`config.mk`:
```
export PLATFORM = sky130hd
export DESIGN_NAME = decode_stage
export DESIGN_NICKNAME = d
export VERILOG_FILES = /design/src/rtl/cpu_pkg.sv /design/src/rtl/decode_stage_decoder.sv /design/src/rtl/decode_stage.sv
export SDC_FILE = /design/constraint.sdc
export NUM_CORES = 1
export LEC_CHECK = 0
export CORE_ASPECT_RATIO = 1.5
export CORE_MARGIN = 5
export CORE_UTILIZATION = 37
export CTS_BUF_LIST = sky130_fd_sc_hd__clkbuf_4 sky130_fd_sc_hd__clkbuf_8
export DETAILED_ROUTE_END_ITERATION = 7
export GPL_TIMING_DRIVEN = 0
export PLACE_DENSITY = 0.93
export SLEW_MARGIN = 10
export SYNTH_ARGS = -nofsm -noshare
export SYNTH_HDL_FRONTEND = slang
export SYNTH_SLANG_ARGS = --single-unit
```
`constraint.sdc`:
```
create_clock -name clock -period 3.75 [get_ports clock]
set_input_delay 0.75 -clock clock [delete_from_list [all_inputs] [get_ports clock]]
set_output_delay 0.75 -clock clock [all_outputs]
set_load 0.02 [all_outputs]
```
`src/rtl/cpu_pkg.sv`:
```
// Shared RV32I definitions for the decode slice.
// Contents: opclass enum, base opcode constants, immediate-format enum,
// the registered decode bundle layout and the immediate builder.
package cpu_pkg;

  typedef enum logic [3:0] {
    OPC_LUI     = 4'd0,
    OPC_AUIPC   = 4'd1,
    OPC_JAL     = 4'd2,
    OPC_JALR    = 4'd3,
    OPC_BRANCH  = 4'd4,
    OPC_LOAD    = 4'd5,
    OPC_STORE   = 4'd6,
    OPC_OP_IMM  = 4'd7,
    OPC_OP      = 4'd8,
    OPC_FENCE   = 4'd9,
    OPC_SYSTEM  = 4'd10,
    OPC_ILLEGAL = 4'd11
  } opclass_t;

  localparam logic [6:0] OPCODE_LUI    = 7'b0110111;
  localparam logic [6:0] OPCODE_AUIPC  = 7'b0010111;
  localparam logic [6:0] OPCODE_JAL    = 7'b1101111;
  localparam logic [6:0] OPCODE_JALR   = 7'b1100111;
  localparam logic [6:0] OPCODE_BRANCH = 7'b1100011;
  localparam logic [6:0] OPCODE_LOAD   = 7'b0000011;
  localparam logic [6:0] OPCODE_STORE  = 7'b0100011;
  localparam logic [6:0] OPCODE_OP_IMM = 7'b0010011;
  localparam logic [6:0] OPCODE_OP     = 7'b0110011;
  localparam logic [6:0] OPCODE_FENCE  = 7'b0001111;
  localparam logic [6:0] OPCODE_SYSTEM = 7'b1110011;

  typedef enum logic [2:0] {
    IMM_NONE = 3'd0,
    IMM_I    = 3'd1,
    IMM_S    = 3'd2,
    IMM_B    = 3'd3,
    IMM_U    = 3'd4,
    IMM_J    = 3'd5
  } imm_fmt_t;

  // Everything execute needs about one instruction, held in the pipeline register.
  typedef struct packed {
    logic [31:0] pc;
    opclass_t    opclass;
    logic [2:0]  funct3;
    logic        funct7b5;
    logic [4:0]  rd;
    logic        rd_we;
    logic [4:0]  rs1;
    logic [4:0]  rs2;
    logic [31:0] imm;
  } decode_bundle_t;

  // Sign-extended immediate; bit 31 of the instruction is always the sign.
  function automatic logic [31:0] build_imm(input imm_fmt_t fmt, input logic [31:0] instr);
    logic [31:0] imm;
    case (fmt)
      IMM_I:   imm = {{20{instr[31]}}, instr[31:20]};
      IMM_S:   imm = {{20{instr[31]}}, instr[31:25], instr[11:7]};
      IMM_B:   imm = {{19{instr[31]}}, instr[31], instr[7], instr[30:25], instr[11:8], 1'b0};
      IMM_U:   imm = {instr[31:12], 12'b0};
      IMM_J:   imm = {{11{instr[31]}}, instr[31], instr[19:12], instr[20], instr[30:21], 1'b0};
      default: imm = 32'b0;
    endcase
    return imm;
  endfunction

endpackage

```
`src/rtl/decode_stage_decoder.sv`:
```
// instr_decoder: purely combinational RV32I field decoder.
// Ports:
//   instr     in  32  instruction word
//   opclass   out 4   opclass_t code (OPC_ILLEGAL for anything not RV32I)
//   funct3    out 3   instr[14:12]
//   funct7b5  out 1   instr[30]
//   rd        out 5   instr[11:7]
//   rd_we     out 1   instruction writes a non-zero rd
//   rs1, rs2  out 5   effective sources, 0 when the opclass does not read them
//   imm       out 32  sign-extended immediate, 0 for formats without one
module instr_decoder
  import cpu_pkg::*;
(
  input  logic [31:0] instr,
  output logic [3:0]  opclass,
  output logic [2:0]  funct3,
  output logic        funct7b5,
  output logic [4:0]  rd,
  output logic        rd_we,
  output logic [4:0]  rs1,
  output logic [4:0]  rs2,
  output logic [31:0] imm
);

  logic [6:0] opcode;
  logic [2:0] f3;
  logic [6:0] f7;
  opclass_t   cls;
  imm_fmt_t   fmt;
  logic       use_rs1;
  logic       use_rs2;
  logic       writes_rd;

  assign opcode = instr[6:0];
  assign f3     = instr[14:12];
  assign f7     = instr[31:25];

  // Only a legal encoding sets cls away from ILLEGAL; the use/write flags are
  // raised in the same branch, so an illegal word never reads or writes registers.
  always_comb begin
    cls       = OPC_ILLEGAL;
    fmt       = IMM_NONE;
    use_rs1   = 1'b0;
    use_rs2   = 1'b0;
    writes_rd = 1'b0;
    if (instr[1:0] == 2'b11) begin
      case (opcode)
        OPCODE_LUI: begin
          cls = OPC_LUI; fmt = IMM_U; writes_rd = 1'b1;
        end
        OPCODE_AUIPC: begin
          cls = OPC_AUIPC; fmt = IMM_U; writes_rd = 1'b1;
        end
        OPCODE_JAL: begin
          cls = OPC_JAL; fmt = IMM_J; writes_rd = 1'b1;
        end
        OPCODE_JALR: begin
          if (f3 == 3'b000) begin
            cls = OPC_JALR; fmt = IMM_I; use_rs1 = 1'b1; writes_rd = 1'b1;
          end
        end
        OPCODE_BRANCH: begin
          if (f3 != 3'b010 && f3 != 3'b011) begin
            cls = OPC_BRANCH; fmt = IMM_B; use_rs1 = 1'b1; use_rs2 = 1'b1;
          end
        end
        OPCODE_LOAD: begin
          if (f3 != 3'b011 && f3 != 3'b110 && f3 != 3'b111) begin
            cls = OPC_LOAD; fmt = IMM_I; use_rs1 = 1'b1; writes_rd = 1'b1;
          end
        end
        OPCODE_STORE: begin
          if (f3 < 3'b011) begin
            cls = OPC_STORE; fmt = IMM_S; use_rs1 = 1'b1; use_rs2 = 1'b1;
          end
        end
        OPCODE_OP_IMM: begin
          // Shifts reuse imm[11:5] as funct7; only SRAI may set bit 30.
          if ((f3 == 3'b001 && f7 != 7'h00) ||
              (f3 == 3'b101 && f7 != 7'h00 && f7 != 7'h20)) begin
            cls = OPC_ILLEGAL;
          end else begin
            cls = OPC_OP_IMM; fmt = IMM_I; use_rs1 = 1'b1; writes_rd = 1'b1;
          end
        end
        OPCODE_OP: begin
          if (f7 == 7'h00 || (f7 == 7'h20 && (f3 == 3'b000 || f3 == 3'b101))) begin
            cls = OPC_OP; use_rs1 = 1'b1; use_rs2 = 1'b1; writes_rd = 1'b1;
          end
        end
        OPCODE_FENCE: begin
          cls = OPC_FENCE;
        end
        OPCODE_SYSTEM: begin
          cls = OPC_SYSTEM; fmt = IMM_I;
        end
        default: cls = OPC_ILLEGAL;
      endcase
    end
  end

  assign opclass  = cls;
  assign funct3   = f3;
  assign funct7b5 = instr[30];
  assign rd       = instr[11:7];
  assign rd_we    = writes_rd & (instr[11:7] != 5'd0);
  assign rs1      = use_rs1 ? instr[19:15] : 5'd0;
  assign rs2      = use_rs2 ? instr[24:20] : 5'd0;
  assign imm      = build_imm(fmt, instr);

endmodule

```
`src/rtl/decode_stage.sv`:
```
// decode_stage: RV32I decode between fetch and execute.
// Accepts one instruction per cycle (if_valid/if_ready), decodes it, launches
// the synchronous register-file reads in the same cycle and presents a
// registered bundle (id_valid/id_ready) whose operand data arrives from the
// register file aligned with it one cycle later.
// Ports:
//   clock, reset             clock; synchronous active-high reset
//   flush                    drops the held bundle and refuses the offered one
//   if_valid/if_ready/if_instr/if_pc      fetch side
//   rf_read{1,2}_valid/_addr/_data        register-file read ports
//   id_valid/id_ready and id_* fields     execute side
//   id_rs{1,2}_data          straight pass-through of the register-file data
module decode_stage
  import cpu_pkg::*;
#(
  parameter int XLEN = 32  // only 32 is supported
) (
  input  logic            clock,
  input  logic            reset,
  input  logic            flush,
  input  logic            if_valid,
  output logic            if_ready,
  input  logic [31:0]     if_instr,
  input  logic [XLEN-1:0] if_pc,
  output logic            rf_read1_valid,
  output logic            rf_read2_valid,
  output logic [4:0]      rf_read1_addr,
  output logic [4:0]      rf_read2_addr,
  input  logic [31:0]     rf_read1_data,
  input  logic [31:0]     rf_read2_data,
  output logic            id_valid,
  input  logic            id_ready,
  output logic [XLEN-1:0] id_pc,
  output logic [3:0]      id_opclass,
  output logic [2:0]      id_funct3,
  output logic            id_funct7b5,
  output logic [4:0]      id_rd,
  output logic            id_rd_we,
  output logic [4:0]      id_rs1,
  output logic [4:0]      id_rs2,
  output logic [31:0]     id_imm,
  output logic [31:0]     id_rs1_data,
  output logic [31:0]     id_rs2_data
);

  logic [3:0]     dec_opclass;
  logic [2:0]     dec_funct3;
  logic           dec_funct7b5;
  logic [4:0]     dec_rd;
  logic           dec_rd_we;
  logic [4:0]     dec_rs1;
  logic [4:0]     dec_rs2;
  logic [31:0]    dec_imm;

  logic           valid_reg;
  decode_bundle_t bundle_reg;
  decode_bundle_t bundle_next;
  logic           accept;
  logic           stall;

  instr_decoder u_decoder (
    .instr    (if_instr),
    .opclass  (dec_opclass),
    .funct3   (dec_funct3),
    .funct7b5 (dec_funct7b5),
    .rd       (dec_rd),
    .rd_we    (dec_rd_we),
    .rs1      (dec_rs1),
    .rs2      (dec_rs2),
    .imm      (dec_imm)
  );

  assign if_ready = ~reset & ~flush & (~valid_reg | id_ready);
  assign accept   = if_valid & if_ready;
  // Holding a bundle execute has not taken; reset/flush take precedence.
  assign stall    = ~reset & ~flush & valid_reg & ~id_ready;

  always_comb begin
    bundle_next          = '0;
    bundle_next.pc       = if_pc;
    bundle_next.opclass  = opclass_t'(dec_opclass);
    bundle_next.funct3   = dec_funct3;
    bundle_next.funct7b5 = dec_funct7b5;
    bundle_next.rd       = dec_rd;
    bundle_next.rd_we    = dec_rd_we;
    bundle_next.rs1      = dec_rs1;
    bundle_next.rs2      = dec_rs2;
    bundle_next.imm      = dec_imm;
  end

  // Flush only clears valid; the stale fields are harmless behind id_valid = 0.
  always_ff @(posedge clock) begin
    if (reset) begin
      valid_reg  <= 1'b0;
      bundle_reg <= '0;
    end else if (flush) begin
      valid_reg  <= 1'b0;
    end else if (accept) begin
      valid_reg  <= 1'b1;
      bundle_reg <= bundle_next;
    end else if (valid_reg & id_ready & ~if_valid) begin
      valid_reg  <= 1'b0;
    end
  end

  // Re-reading the held sources every stall cycle keeps id_rs*_data current
  // when writeback lands on one of them while execute is blocked.
  always_comb begin
    rf_read1_valid = 1'b0;
    rf_read2_valid = 1'b0;
    rf_read1_addr  = 5'd0;
    rf_read2_addr  = 5'd0;
    if (accept) begin
      rf_read1_valid = 1'b1;
      rf_read2_valid = 1'b1;
      rf_read1_addr  = dec_rs1;
      rf_read2_addr  = dec_rs2;
    end else if (stall) begin
      rf_read1_valid = 1'b1;
      rf_read2_valid = 1'b1;
      rf_read1_addr  = bundle_reg.rs1;
      rf_read2_addr  = bundle_reg.rs2;
    end
  end

  assign id_valid    = valid_reg;
  assign id_pc       = bundle_reg.pc;
  assign id_opclass  = bundle_reg.opclass;
  assign id_funct3   = bundle_reg.funct3;
  assign id_funct7b5 = bundle_reg.funct7b5;
  assign id_rd       = bundle_reg.rd;
  assign id_rd_we    = bundle_reg.rd_we;
  assign id_rs1      = bundle_reg.rs1;
  assign id_rs2      = bundle_reg.rs2;
  assign id_imm      = bundle_reg.imm;
  assign id_rs1_data = rf_read1_data;
  assign id_rs2_data = rf_read2_data;

endmodule

```
Word level (Yosys, flattened, before mapping)
Cells that the tools add are included.

word-level totals
  register bits = 89
  bits of input ports = 133
  output and inout bits = 166
  logic and storage cells = 107

operators by class
  $lt $le $gt $ge = 1
  eq/ne operators = 25
  muxes and demuxes = 38
  bitwise gates (word level) = 14
  reduce and logical (&&, ||, !) cells = 19

operator list
  cell                count
  $pmux 32 s5         1
  $pmux 4 s11         1
  $mux 5              6
  $eq 7x6->1 const B  4
  $eq 7x7->1 const B  4
  $mux 4              6
  $pmux 3 s8          1
  $mux 1              16
  $eq 7x5->1 const B  2
  $eq 3x3->1 const B  3
  $and 1x1->1         8
  $eq 7x2->1 const B  1
  $eq 7x4->1 const B  1
  $logic_and 1x1->1   7
  $logic_not 7->1     1
  $ne 7x6->1 const B  1
  $reduce_bool 7->1   1
  $eq 3x1->1 const B  2
  $eq 3x2->1 const B  2
  $mux 2              3
  $ne 3x2->1 const B  2
  $ne 3x3->1 const B  2
  $pmux 1 s6          1
  $not 1->1           5
  other kinds (13)    16

Depth between registers and ports, before layout
  depth in word-level cells = 9
  gate-level depth with buffers = 8
  mapped depth without buffers = 6

Cells and area by module
Synthesis repeated with hierarchy kept, for this count alone.

unflattened totals
  cells, all modules = 637
  area, all modules = 5267.6 um^2

modules (own cells, without submodules)
  module         instances  cells each  area each (um^2)  seq. area each (um^2)
  decode_stage   1          487         4269.1            1781.7
  instr_decoder  1          150         998.5             0.0

Least setup slack after synthesis
OpenSTA, ideal clock, no wires.

  kind = input to output
  from = input reset
  to = output rf_read2_addr[0]
  arrival = 2500 ps
  data required time = 3000 ps
  setup slack = 500 ps
  stages = 7
  path buffers = 2
  cells stage by stage = clkbuf_1 -> nor3_1 -> nand2_1 -> clkbuf_1 -> nor2_1 -> nand2_1 -> nand2_1

RTL lines
  item                      line                 text
  start, declared           decode_stage.sv:19   input logic reset,
  $not 1->1                 decode_stage.sv:73   assign if_ready = ~reset & ~flush & (~valid_reg | id_ready);
  $and 1x1->1 (2 in a row)  decode_stage.sv:73
  named net if_ready        decode_stage.sv:22   output logic if_ready,
  $and 1x1->1               decode_stage.sv:74   assign accept = if_valid & if_ready;
  $mux 5                    decode_stage.sv:113  if (accept) begin
  end, declared             decode_stage.sv:28   output logic [4:0] rf_read2_addr,

The timed path passes the listed nets, and every way through them passes these cells.

Worst setup path after layout
  from = input if_instr[25]
  to = output rf_read1_addr[2]

between the ends
  word-level cells in the longest chain between the ends = 9

RTL lines
  item                            line                                                    text
  start, declared                 decode_stage.sv:23                                      input logic [31:0] if_instr,
  $reduce_bool 7->1               decode_stage_decoder.sv:79, decode_stage_decoder.sv:80
  $logic_and 1x1->1 (2 in a row)  decode_stage_decoder.sv:80                              (f3 == 3'b101 && f7 != 7'h00 && f7 != 7'h20)) begin
  $logic_or 1x1->1                decode_stage_decoder.sv:79                              if ((f3 == 3'b001 && f7 != 7'h00) ||
  $mux 1                          decode_stage_decoder.sv:79
  $pmux 1 s6 *                    decode_stage_decoder.sv:47                              case (opcode)
  $mux 1 *                        decode_stage_decoder.sv:46                              if (instr[1:0] == 2'b11) begin
  $mux 5 *                        decode_stage_decoder.sv:107                             assign rs1 = use_rs1 ? instr[19:15] : 5'd0;
  $mux 5 *                        decode_stage.sv:113
  end, declared                   decode_stage.sv:27                                      output logic [4:0] rf_read1_addr,

Every way passes the cells marked *; elsewhere a longest branch is shown, timed or not.

==> run metrics <==
fillcell total=1025; Max stage delay on crit path=0.59 ns; reg2reg start=id_valid; vias after detailed routing=roughly 5000; Clock Skews=0.006442 ns; Mapped Cells=between 500 and 600; starting DRC count in detailed routing=between 200 and 250; core area=around 0.012 mm2; vias in the first global route=4987; internal power=1.508 mW; post-DP HPWL=14030 um; Crit-path slowest cell=or4_4; worst path bufs/invs=3; sw frac=27.96%; Max IR drop VDD=0.0002198 V; outcome=complete, no violations; dpl ws=-0.9818 ns; Yosys cell types=50; crit path kind=in2out; post-route cell area=just over 0.007 mm2; Pre-antenna DRT Iters=5; gr ovfl total=0; pin count of the biggest net entering global routing=16; starting density of the core=37.80%; commonest cells after routing, fill and taps aside=clkdlybuf4s50_1 (218), nand2_1 (130), dfxtp_1 (89); Avg Cell Area, Syn=7.881 um2; number of antenna violations at the first check in global routing=0; RSZ-0062 raised after global routing=false; #FFs+latches synth=89; commonest non-fill, non-tap cell in the layout=clkdlybuf4s50_1; Reg area=0.001782 mm2; Post-synth ARST share=0%; IO Port Bufs=230; Synth Flop Type=dfxtp_1; total track usage=23.01%; Clk pwr share=32.2%; CP max FO=8; Area after DPL=0.006877 mm2; Final Non-Filler Cells=around 960; vias per cell=5.203; CP Capture Type=output port; Root Driver=clkbuf_8; number of enable flip-flop cells after synthesis=0; MaxCap Viol Count=0; Max clock buf depth=2; Area growth syn-to-layout=63.68%; final hold violation count=0; CTS tree=built; mapped cell area=0.004382 mm2; sequential fraction of design power=between 40 and 50%; Logic pwr share=21.5%; worst-margin pin slew=approximately 0.81 ns; die width=98.86 um; Rel. slew slack=between 40% and 50%; crit path DAT=2.96 ns; minimum clock period=3.713 ns; crit path launch type=input port; die area=0.01416 mm2; first-pass GRT wire length=25590 um; leakage=between 2 and 3 nW; DRT antenna net count=0; pins over their slew limit=0; worst reg2reg path endpoint=id_opclass[0]; crit path to=rf_read1_addr[2]; Clock Latency Late Sink=0.35 ns; Tcrit/Tclk final=99.02%; # IOs=299; worst-path cell chain=clkdlybuf4s50_1 > or4_4 > a311oi_4 > o21ai_2 > a21oi_2 > buf_6 > a22o_1 > clkdlybuf4s15_2; net count after synthesis=689; cell family with most CP delay=buffers and inverters; sequential area share after synthesis=40.66%; f_max=269.3 MHz; setup tns final=0 ns; worst setup margin=0.03692 ns; clock-pin slew on the worst setup and hold paths=0.09 ns; Layout Nets=940; Antenna Cells=0; fraction of layout instances using a drive strength above 1=15.64%; Cell Pwr Density=291.9 mW/mm2; Worst R2R Setup Slack=1.20 ns; worst hold margin=0.4547 ns; synth warn=0; Reg2Reg Depth=7; HP Class=reg2reg; final wirelength=around 17000 um; H-tree levels=3; Placed Cells incl. Taps=roughly 940; WP data required=around 3 ns; drt wl/cell=roughly 18 um; Finish-stage setup viols=0; Post-route DRC=0; total CTS buffers=9; Switch Pwr=0.5854 mW; Clock Sinks=89; Crit path depth=8; gpl congestion=a little over 0.9; area occupied by multi-input gates=0.002001 mm2; CP Launch Point=if_instr[25]; row count=48; Die Ht=143.3 um
[registers in the layout (all words and copies together), names as in the netlist]
| signal | flops |
|---|---|
| id_funct3 | 3 |
| id_funct7b5 | 1 |
| id_imm | 32 |
| id_opclass | 4 |
| id_pc | 32 |
| id_rd | 5 |
| id_rd_we | 1 |
| id_rs1 | 5 |
| id_rs2 | 5 |
| id_valid | 1 |
[worst min path at each step]
| stage | startpoint | endpoint | slack (ns) | cells after the start |
|---|---|---|---|---|
| after floorplan | id_imm[21] | id_imm[21] | 0.53 | 2 |
| after global placement | id_imm[30] | id_imm[30] | 0.43 | 2 |
| after detailed placement | id_imm[4] | id_imm[4] | 0.45 | 2 |
| after CTS | id_imm[29] | id_imm[29] | 0.46 | 2 |
| after global routing | id_pc[2] | id_pc[2] | 0.47 | 2 |
| final | id_imm[4] | id_imm[4] | 0.45 | 2 |
[Yosys cell counts (2+ instances only)]
library cell | n | share of area [%]
a21oi_2 | 4 | 0.80
clkbuf_1 | 24 | 2.1
nor3b_1 | 2 | 0.34
a221oi_1 | 9 | 1.8
nor2b_1 | 7 | 1.0
o21ai_1 | 13 | 1.5
mux2i_1 | 2 | 0.46
nand3b_1 | 2 | 0.34
a211oi_1 | 2 | 0.34
inv_1 | 3 | 0.26
buf_4 | 65 | 11
or2_2 | 3 | 0.43
a21boi_0 | 2 | 0.34
nor2_1 | 18 | 1.5
a22o_1 | 11 | 2.2
buf_1 | 6 | 0.51
buf_2 | 4 | 0.46
or4_1 | 2 | 0.34
nor3_1 | 17 | 1.9
o21ai_0 | 11 | 1.3
nand3_1 | 3 | 0.34
a21o_1 | 2 | 0.34
nand4_1 | 2 | 0.29
a21oi_1 | 74 | 8.5
o22ai_1 | 2 | 0.29
a31oi_1 | 2 | 0.29
nand2_1 | 130 | 11
nand2b_1 | 6 | 0.86
a22oi_1 | 15 | 2.6
and2_1 | 2 | 0.29
dfxtp_1 | 89 | 41
a311oi_1 | 4 | 0.80
[cells by family (layout without fill, tap and decap cells)]
logic type / Yosys count / in the layout / share of synthesized area, %
simple gates: 204 / 204 / 20.85
compound gates: 158 / 158 / 23.36
buf+inv: 103 / 359 / 14.68
flops: 89 / 89 / 40.66
mux: 2 / 2 / 0.4569
[stage by stage]
step	power, mW	util (%)
2_1_floorplan	1.211	-
3_3_place_gp	1.432	59.28
3_5_place_dp	1.439	59.33
4_1_cts	2.108	61.80
5_1_grt	2.174	61.87
6_report	2.093	61.87
[power groups by stage]
stage	combinational [mW]	sequential (mW)	clock [mW]
after floorplan	0.198	1.01	0
after global placement	0.440	0.992	0
after detailed placement	0.446	0.993	0
after CTS	0.450	0.970	0.687
after global routing	0.477	0.973	0.724
final	0.450	0.970	0.673
[worst reg2reg max path, stage by stage (launching register included)]
cell,delay [ns]
dfxtp_1,0.32
nor2b_1,0.16
nor4b_1,0.39
clkbuf_1,0.54
nand3_1,0.25
nand2b_1,0.24
nor3_1,0.38
a311oi_1,0.15
[per-layer routing]
metal  GRT usage [%]  wire length [um]  share of wire [%]
met2           42.25              9092                 52
met3           6.158              1589                9.2
met1           22.82              5780                 33
met5               0                 0                  0
met4           13.88               891                5.1
[cell type report]
class                   instances  area share [%]
inverters                       3          0.1570
clock buffers                  10           1.832
clock inverters                 6          0.9595
flip-flops and latches         89           24.84
repair buffers                240           32.82
well taps                     150           2.617
plain buffers                 100           8.880
multi-input cells             364           27.90
[repair_timing]
item | CTS | global route
hold endpoints to repair | 0 | 0
buffers inserted | 7 | 3
pin swaps | 4 | 1
hold buffers | 0 | 0
gates resized for setup | 43 | 13
setup endpoints to repair | 10 | 10
(Power assumes the default switching activity.)
